===== src/rtl/pool_pkg.sv =====
// Shared types and geometry helpers for the 2x2 max-pooling controller.
// Holds the FSM state enum, map-size functions and argmax encodings.
package pool_pkg;

    typedef enum logic [2:0] {
        ST_IDLE,
        ST_LOAD,
        ST_DRAIN,
        ST_NEXT,
        ST_FIN
    } state_t;

    // Argmax position inside a 2x2 window.
    localparam logic [1:0] HIST_TL = 2'd0;
    localparam logic [1:0] HIST_TR = 2'd1;
    localparam logic [1:0] HIST_BL = 2'd2;
    localparam logic [1:0] HIST_BR = 2'd3;

    function automatic int size_of(input int n);
        return 2 * n;
    endfunction

    // Each input row is streamed as SIZE columns plus two repeats
    // of the last column, one per pooling-unit pass.
    function automatic int beats_per_row(input int n);
        return 2 * n + 2;
    endfunction

    function automatic int beats_per_ch(input int n);
        return size_of(n) * beats_per_row(n);
    endfunction

endpackage


===== src/rtl/pool_ctrl_addr_gen.sv =====
// Row/beat counters and feature-map read address for one channel.
// Ports: clk, rst_n, clr, step, ch -> addr, last_beat.
module pool_ctrl_addr_gen
    import pool_pkg::*;
#(
    parameter int N  = 3,
    parameter int AW = 10,
    parameter int CW = 2
) (
    input  logic          clk,
    input  logic          rst_n,
    input  logic          clr,
    input  logic          step,
    input  logic [CW-1:0] ch,
    output logic [AW-1:0] addr,
    output logic          last_beat
);

    localparam int SIZE = size_of(N);
    localparam int BPR  = beats_per_row(N);
    localparam int RW   = (SIZE > 1) ? $clog2(SIZE) : 1;
    localparam int BW   = $clog2(BPR);

    logic [RW-1:0] row;
    logic [BW-1:0] beat;
    logic [BW-1:0] col;
    logic          row_end;

    assign row_end   = (beat == BW'(BPR - 1));
    assign last_beat = row_end && (row == RW'(SIZE - 1));

    // Beats past the last column re-read the last column.
    assign col = (beat >= BW'(SIZE)) ? BW'(SIZE - 1) : beat;

    assign addr = AW'(ch) * AW'(SIZE * SIZE)
                + AW'(row) * AW'(SIZE)
                + AW'(col);

    always_ff @(posedge clk or negedge rst_n) begin
        if (!rst_n) begin
            row  <= '0;
            beat <= '0;
        end else if (clr) begin
            row  <= '0;
            beat <= '0;
        end else if (step) begin
            if (row_end) begin
                beat <= '0;
                row  <= last_beat ? '0 : row + 1'b1;
            end else begin
                beat <= beat + 1'b1;
            end
        end
    end

endmodule


===== src/rtl/pool_ctrl.sv =====
// Sequencer streaming CH feature maps into the pooling unit and
// capturing pooled results into the output SRAM.
// Ports: start/busy/done handshake, fm_rd_* read port, pl_* pooling
// unit link, out_wr_* write port, out_idx argmax (POOL_CTRL_HIST_EN).
module pool_ctrl
    import pool_pkg::*;
#(
    parameter int N  = 3,
    parameter int CH = 4,
    parameter int AW = 10
) (
    input  logic          clk,
    input  logic          rst_n,
    input  logic          start,
    output logic          busy,
    output logic          done,
    output logic          fm_rd_en,
    output logic [AW-1:0] fm_rd_addr,
    input  logic [15:0]   fm_rd_data,
    output logic          pl_load,
    output logic [15:0]   pl_in,
    input  logic [15:0]   pl_result,
    input  logic [2:0]    pl_history,
    input  logic [5:0]    pl_addr,
    input  logic          pl_reg_sig,
    input  logic          pl_done,
    output logic          out_wr_en,
    output logic [AW-1:0] out_wr_addr,
    output logic [15:0]   out_wr_data
`ifdef POOL_CTRL_HIST_EN
    ,
    output logic [1:0]    out_idx
`endif
);

    localparam int SIZE = size_of(N);
    localparam int CW   = (CH > 1) ? $clog2(CH) : 1;

    if (CH * SIZE * SIZE > (1 << AW)) begin : g_aw_check
        $error("pool_ctrl: CH*SIZE*SIZE does not fit in AW bits");
    end

    state_t        state;
    state_t        state_nx;
    logic [CW-1:0] ch;
    logic          last_ch;
    logic          last_beat;
    logic [AW-1:0] gen_addr;
    logic          wr;
    logic          unused_hist;

    assign last_ch = (ch == CW'(CH - 1));

    pool_ctrl_addr_gen #(
        .N  (N),
        .AW (AW),
        .CW (CW)
    ) u_addr_gen (
        .clk       (clk),
        .rst_n     (rst_n),
        .clr       ((state == ST_IDLE) || (state == ST_NEXT)),
        .step      (state == ST_LOAD),
        .ch        (ch),
        .addr      (gen_addr),
        .last_beat (last_beat)
    );

    always_ff @(posedge clk or negedge rst_n) begin
        if (!rst_n) state <= ST_IDLE;
        else        state <= state_nx;
    end

    always_comb begin
        state_nx = state;
        unique case (state)
            ST_IDLE:  if (start) state_nx = ST_LOAD;
            ST_LOAD:  if (last_beat) state_nx = ST_DRAIN;
            ST_DRAIN: if (pl_done) state_nx = last_ch ? ST_FIN : ST_NEXT;
            ST_NEXT:  state_nx = ST_LOAD;
            ST_FIN:   state_nx = ST_IDLE;
            default:  state_nx = ST_IDLE;
        endcase
    end

    always_ff @(posedge clk or negedge rst_n) begin
        if (!rst_n) begin
            ch <= '0;
        end else if (state == ST_IDLE) begin
            ch <= '0;
        end else if (state == ST_NEXT) begin
            ch <= ch + 1'b1;
        end
    end

    always_ff @(posedge clk or negedge rst_n) begin
        if (!rst_n) pl_load <= 1'b0;
        else        pl_load <= fm_rd_en;
    end

    assign pl_in = pl_load ? fm_rd_data : 16'h0000;

    // Writes are combinational from the pooling unit so a result
    // arriving with pl_done is still captured before the transition.
    always_comb begin
        busy        = (state != ST_IDLE);
        done        = (state == ST_FIN);
        fm_rd_en    = (state == ST_LOAD);
        fm_rd_addr  = fm_rd_en ? gen_addr : '0;
        wr          = (state == ST_DRAIN) && pl_reg_sig;
        out_wr_en   = wr;
        out_wr_addr = '0;
        out_wr_data = 16'h0000;
        if (wr) begin
            out_wr_addr = AW'(ch) * AW'(N * N) + AW'(pl_addr);
            out_wr_data = pl_result;
        end
    end

`ifdef POOL_CTRL_HIST_EN
    assign out_idx     = wr ? pl_history[1:0] : 2'b00;
    assign unused_hist = pl_history[2];
`else
    assign unused_hist = ^pl_history;
`endif

endmodule


===== config.mk =====
export PLATFORM = sky130hd
export DESIGN_NAME = pool_ctrl
export DESIGN_NICKNAME = d
export VERILOG_FILES = /design/src/rtl/pool_pkg.sv /design/src/rtl/pool_ctrl_addr_gen.sv /design/src/rtl/pool_ctrl.sv
export SDC_FILE = /design/constraint.sdc
export NUM_CORES = 1
export LEC_CHECK = 0
export CAP_MARGIN = 0
export CELL_PAD_IN_SITES_DETAIL_PLACEMENT = 0
export CELL_PAD_IN_SITES_GLOBAL_PLACEMENT = 1
export CORE_MARGIN = 1
export CORE_UTILIZATION = 24
export CTS_CLUSTER_SIZE = 14
export DETAILED_ROUTE_END_ITERATION = 6
export PLACE_DENSITY_LB_ADDON = 0.12
export SYNTH_ARGS = -nofsm -noshare
export SYNTH_HDL_FRONTEND = slang
export SYNTH_SLANG_ARGS = --single-unit

===== constraint.sdc =====
create_clock -name clk -period 4 [get_ports clk]
set_clock_uncertainty 0.2 [all_clocks]
set_input_delay 0.6 -clock clk [delete_from_list [all_inputs] [get_ports clk]]
set_output_delay 0.6 -clock clk [all_outputs]
set_load 0.1 [all_outputs]

==> impl_results.md, run 1 <==
* CP max stage cell: fa_1
* CP startpoint kind: register
* Gr usage total at 12.2%
* Critical Path Max Stage Delay at 500 ps
* Grt met3 use at 1.78%
* Setup TNS at 0 ps
* Post-synth EDFFs at 0
* Initial DRC count at 49
* Status: completed
* Number of global-route vias before repair at ~1400
* Clock latency on the worst-skew pair at 240 ps
* R2r setup slk at 1930 ps
* Yosys top cell by area: dfrtp_1
* Wire length per cell at roughly 12 um
* Top FF cell, synth: dfrtp_1
* Post-CTS setup buffer count at 0
* Htree depth at 1
* Slew HR at between 30% and 40%
* Async SR Flop Fraction at 100%
* Critical path data required time at 3200 ps
* Tcrit/Tclk final at 94.4%
* Netlist cell types at 38
* Worst r2r path cells at 6
* Total core area at 6030 um^2
* DRT antenna net count at 0
* Vias at 1536
* Clock Tree Buf Depth at 2
* GRT Residual Overflow at 0
* Final setup fails at 0
* Final Max Slew Viols at 0
* Io pins at 103
* Arrival time at the worst endpoint at around 3000 ps
* WS Path Type: register to primary output
* DP Wirelength at around 3300 um
* Area share of the largest cell type after synthesis at 19.7%
* Post-synthesis instance area at 1520 um^2
* Initial antenna violation count at 0
* Sequential fraction of the synthesis area at 19.7%
* Critical path, cell by cell: ha_1 -> fa_1 -> fa_1 -> xor3_1 -> nand3_1 -> a21oi_1 -> mux2i_2 -> buf_12
* CP Buf/Inv Count at 1
* Worst-path fanout max at 5
* Pre-CTS WS at 480 ps
* RSZ-0062 raised after global routing: false
* Worst min-delay path category: register to register
* Min Tclk post-route at 3780 ps
* Port Buf Inserts at 94
* Synthesis Warnings at 0
* Die area at about 6700 um^2
* Clock sinks at 12
* Leak at 1.23 nW
* Most frequent cell after synthesis: and2_1
* Largest net degree at the start of global routing at 21
* Residual DRC at 0
* WHS Endpoint: u_addr_gen.row[0]
* Cells after Synth at 182
* First-pass GRT wire length at roughly 6300 um
* HP Start: u_addr_gen.row[0]
* Layout cell share with drive strength beyond 1 at 22.1%
* Worst Tran Pin Value at 981 ps
* Synthesis-to-layout area growth at 65.5%
* Reg2reg start: state[1]
* Maxcap violations at 0
* Hold path depth at 1
* Starting Density at 25.3%
* Fill cell count at 630
* CTS Buf Count at 3
* Top delay family on crit path: adder cells
* Die width at 81.7 um
* Worst VDD drop at 0.972 mV
* GR Layer Usage met1 at 14.0%
* RD Place Congestion at approximately 0.72
* Clock Pin Slew Worst Setup and Hold Paths at about 50 ps
* Die height at 81.7 um
* Fmax at 265 MHz
* CTS Hold Bufs at 0
* Met2 Use GR at around 23%
* Final Hold Vio Count at 0
* CP dominant cell by count: fa_1
* Avg Cell Area, Syn at 8.37 um^2
* Final WL at 3990 um
* Vias per cell at between 4 and 5
* First drt pass iteration count at 4
* Post-cts resize count at 0
* Synth top cells by count: and2_1 (37), ha_1 (21), nor2_1 (15)
* CTS tree: yes
* Post-route setup slack at 224 ps
* Rows at 28
* Root Driver: clkbuf_8
* R2R Path End: u_addr_gen.row[2]
* # diodes at 0
* Final net count at 345
* CP Capture Type: primary output
* GR peak layer: met2
* Synthesis-stage register bit count at 12
* Top cells by area, synth: dfrtp_1 (20%), ha_1 (17%), and2_1 (15%)
* Power Density at 704 nW/um^2
[metal layers]
layer  vias to the layer above  wire length [um]
li1                        783                 -
met1                       690              1610
met2                        58              2020
met3                         5               309
met4                         0                56
met5                         -                 0
[stage by stage]
stage	util, %	cell area (um^2)	power, W	std cells	hold WS (ps)
after global routing	41.9	2520	0.00189	347	395
after global placement	41.2	2480	0.00168	344	347
final	41.9	2520	0.00178	347	360
after floorplan	-	1550	0.00133	186	104
after detailed placement	41.2	2480	0.00168	344	345
after CTS	41.9	2520	0.00180	347	357
[how the worst max path moves through the flow]
stage,startpoint,cells after the start,slack [ps],endpoint
after floorplan,u_addr_gen.row[1],7,20,fm_rd_addr[6]
after global placement,u_addr_gen.row[1],8,450,fm_rd_addr[6]
after detailed placement,u_addr_gen.row[1],8,480,fm_rd_addr[6]
after CTS,u_addr_gen.row[1],8,190,fm_rd_addr[6]
after global routing,u_addr_gen.row[1],8,80,fm_rd_addr[6]
final,u_addr_gen.row[1],8,220,fm_rd_addr[6]
[cell families (layout without fill, tap and decap cells)]
kind of cell             after synthesis  count (layout)  share of synthesized area (%)
AO/OA/AOI/OAI                         33              33                           13.8
XOR/XNOR                               7               7                           5.01
adder cells (fa/ha/maj)               25              25                           22.5
buffers and inverters                 19             105                           6.73
flip-flops                            12              12                           19.7
multiplexers                           2               2                           1.31
other                                  1               5                          0.246
AND/OR/NAND/NOR                       83              83                           30.7
[layout by cell type, fill, tap and decap left out, types with 2 or more instances in the layout]
master	synthesis	routed
a22o_1	2	2
xor2_1	3	3
inv_1	7	7
a21oi_1	8	7
xnor2_1	3	3
nand2_1	9	9
and2_1	37	37
nor3b_1	2	2
ha_1	21	21
or3_1	3	3
clkdlybuf4s50_1	0	45
buf_12	0	7
buf_4	5	42
conb_1	1	5
clkbuf_8	0	3
nand3_1	6	6
o21ai_0	10	10
fa_1	4	4
dfrtp_1	12	12
and3_1	2	2
nor2_1	15	14
nand2b_1	2	2
o22ai_1	2	2
a21o_1	6	6
[power breakdown]
part           switching (W)  internal [W]
logic                0.00103      0.000429
clock network      0.0000426     0.0000662
registers          0.0000572      0.000156
[flip-flops by register name, indices dropped and copies added (netlist names)]
register and cells:
u_addr_gen.row 3, u_addr_gen.beat 3, state 3, ch 2, pl_load 1
[area by class of cell]
class                      instances  area, um^2  share of cell area (%)
multi-input combinational        155        1150                    45.4
timing repair buffer              94         906                    35.9
sequential                        12         300                    11.9
tap                               75        93.8                    3.72
clock buffer                       3        41.3                    1.64
inverter                           8        35.0                    1.39
(Power assumes the default switching activity.)
==> run 2: changes to the inputs <==
CORE_UTILIZATION = 40   (was 24)
DONT_BUFFER_PORTS = 1   (was default)
==> run 2 against run 1 <==
- final area is 21% lower
- flip-flop and latch count unchanged
- count of clock-buffer cells in the layout did not move
- utilization is 13 points higher
- clock power about the same
- cell count fell by 20%
- via count is 8.7% lower
- first-iteration DRC count decreased by 49%
- combinational power down 4%
- routed wire length fell by 3.7%
- die area fell by 39%
- highest routed layer is now met3
- power fell by 3.9%
==> impl_results.md, run 2 (synthesis gave the netlist of run 1 again) <==
* Vias per cell at 5.08 (was 4.43)
* Clock Power Share at 6.3% (was 6.1%)
* DRT antenna net count at 0 (unchanged)
* Die width at 63.7 um (was 81.7 um)
* Port Buf Inserts at 0 (was 94)
* Combinational Power Share at 81.3% (was 81.9%)
* Final cell count without fillers at 276 (was 347)
* Post-cts resize count at 0 (unchanged)
* Die area at 4060 um^2 (was 6670 um^2)
* Setup TNS at 0 ps (unchanged)
* Total core area at 3660 um^2 (was 6030 um^2)
* RD Place Congestion at 0.783 (was 0.724)
* Synthesis-to-layout area growth at 31.2% (was 65.5%)
* Clock Tree Buf Depth at 2 (unchanged)
* CP startpoint kind: register (unchanged)
* Leak at 1.04 nW (was 1.23 nW)
* Initial antenna violation count at 0 (unchanged)
* Post-CTS setup buffer count at 0 (unchanged)
* Reg2reg start: state[1] (unchanged)
* Internal power at 0.000573 W (was 0.000651 W)
* DP Wirelength at 3190 um (was 3300 um)
* Gr usage total at 19.7% (was 12.2%)
* Largest regs: state (3), u_addr_gen.beat (3), u_addr_gen.row (3) (unchanged)
* CTS Buf Count at 3 (unchanged)
* Worst r2r path cells at 6 (unchanged)
* Rows at 22 (was 28)
* Starting Density at 41.6% (was 25.3%)
* Most frequent cells in the layout: buf_4 (48), and2_1 (37), ha_1 (21) (was clkdlybuf4s50_1 (45), buf_4 (42), and2_1 (37))
* Hold path depth at 2 (was 1)
* Flop pwr share at 12.4% (was 12.0%)
* Die height at 63.7 um (was 81.7 um)
* Final WL at 3850 um (was 3990 um)
* Fmax at 262 MHz (was 265 MHz)
* Worst-path fanout max at 5 (unchanged)
* Worst min-delay path category: primary input to register (was register to register)
* # diodes at 0 (unchanged)
* R2R Path End: u_addr_gen.row[2] (unchanged)
* Clock Pin Slew Worst Setup and Hold Paths at 50 ps (about the same)
* R2r setup slk at 1740 ps (was 1930 ps)
* Dpl cells at 272 (was 344)
* Status: completed (unchanged)
* Vias at 1402 (was 1536)
* Residual DRC at 0 (unchanged)
* Worst VDD drop at 1.56 mV (was 0.972 mV)
* Min Tclk post-route at 3820 ps (was 3780 ps)
* Final Max Slew Viols at 0 (unchanged)
* First-pass GRT wire length at 6240 um (was 6310 um)
* Io pins at 103 (unchanged)
* WS Path Type: register to primary output (unchanged)
* CP Capture Type: primary output (unchanged)
* Htree depth at 1 (unchanged)
* HP Start: pl_done (was u_addr_gen.row[0])
* First drt pass iteration count at 4 (unchanged)
* Layout cell share with drive strength beyond 1 at 29.4% (was 22.1%)
* Final setup fails at 0 (unchanged)
* Maxcap violations at 0 (unchanged)
* Critical path data required time at 3200 ps (about the same)
* Post-DP Area at 1950 um^2 (was 2480 um^2)
* Final Hold Vio Count at 0 (unchanged)
* Most common cell after layout, fill and taps aside: buf_4 (was clkdlybuf4s50_1)
* RSZ-0062 raised after global routing: false (unchanged)
* Net switching power at 0.00114 W (was 0.00113 W)
* Power Density at 854 nW/um^2 (was 704 nW/um^2)
* Switch share at 66.5% (was 63.3%)
* GRT Residual Overflow at 0 (unchanged)
* Final Cell Area at 2000 um^2 (was 2520 um^2)
* Initial DRC count at 25 (was 49)
* Slew HR at 36.9% (was 34.4%)
* Final Util at 54.6% (was 41.9%)
* Clock latency on the worst-skew pair at 240 ps (about the same)
* WHS Endpoint: state[2] (was u_addr_gen.row[0])
* Final net count at 301 (was 345)
* Clock sinks at 12 (unchanged)
* Root Driver: clkbuf_8 (unchanged)
* Wire length per cell at 13.9 um (was 11.5 um)
* Largest net degree at the start of global routing at 21 (unchanged)
* Tcrit/Tclk final at 95.6% (was 94.4%)
* Worst Tran Pin Value at 953 ps (was 981 ps)
* Arrival time at the worst endpoint at 3020 ps (was 2980 ps)
* Number of global-route vias before repair at 1322 (was 1446)
* CTS tree: yes (unchanged)
-- run 2: cell count changes in the layout (fill, tap and decap cells not counted) --
cell             change
clkbuf_16            +1
a21oi_2              +1
buf_4                +6
nor2_1               -5
nor3b_2              +1
nor3b_1              -1
clkdlybuf4s50_1     -45
nor2_2               +5
buf_12               -7
dlygate4sd3_1        +1
a21oi_1              -1
-- run 2: worst max-delay path: stages, from the launching register on --
cell	delay, ps
dfrtp_1	430
ha_1	290
fa_1	490
fa_1	460
xor3_1	280
nand3_1	90
a21oi_1	190
mux2i_2	230
buf_4	310
-- run 2: per-stage QoR --
stage | total power (W) | worst slack (ps) | hold WS, ps
floorplan | 0.00133 | 21.0 | 104
global placement | 0.00157 | 479 | 105
detailed placement | 0.00160 | 450 | 105
CTS | 0.00171 | 186 | 318
global route | 0.00182 | 30.1 | 330
finish | 0.00171 | 177 | 320
-- run 2: layer usage --
metal | vias up | wire length (um) | track usage [%]
met5 | - | 0 | 0
met4 | 0 | 0 | 2.56
met3 | 0 | 261 | 4.53
met2 | 58 | 2070 | 38.8
met1 | 648 | 1520 | 21.3
li1 | 696 | - | -
-- run 2: area by class of cell --
class / count / area [um^2]
fillers: 349 / 1660
repair buffers: 50 / 395
multi-input cells: 155 / 1170
inverters: 8 / 35.0
well taps: 48 / 60.1
flip-flops and latches: 12 / 300
clock buffers: 3 / 41.3
-- run 2: how the worst max path moves through the flow --
stage | startpoint | slack, ps | cells after the start | to
floorplan | u_addr_gen.row[1] | 20 | 7 | fm_rd_addr[6]
global placement | u_addr_gen.row[1] | 480 | 8 | fm_rd_addr[6]
detailed placement | u_addr_gen.row[1] | 450 | 8 | fm_rd_addr[6]
CTS | u_addr_gen.row[1] | 190 | 8 | fm_rd_addr[6]
global route | u_addr_gen.row[1] | 30 | 8 | fm_rd_addr[6]
finish | u_addr_gen.row[0] | 180 | 8 | fm_rd_addr[6]
-- run 2: what timing repair did --
item / CTS / global route
endpoints found under the setup margin: 0 / 0
endpoints found under the hold margin: 12 / 0
hold buffers: 1 / 0
-- run 2: power groups by stage --
stage	Combinational, W	Clock [W]	Sequential, W
after global routing	0.00148	0.000117	0.000219
after detailed placement	0.00138	0	0.000213
final	0.00139	0.000107	0.000212
after floorplan	0.00113	0	0.000202
after CTS	0.00139	0.000110	0.000212
after global placement	0.00136	0	0.000209
==> run 3: changes to the inputs <==
CORE_UTILIZATION = 24   (was 40)
DONT_BUFFER_PORTS = default   (was 1)
==> results of run 3 <==
No change in the layout: final DEF, timing and power equal those of run 1.
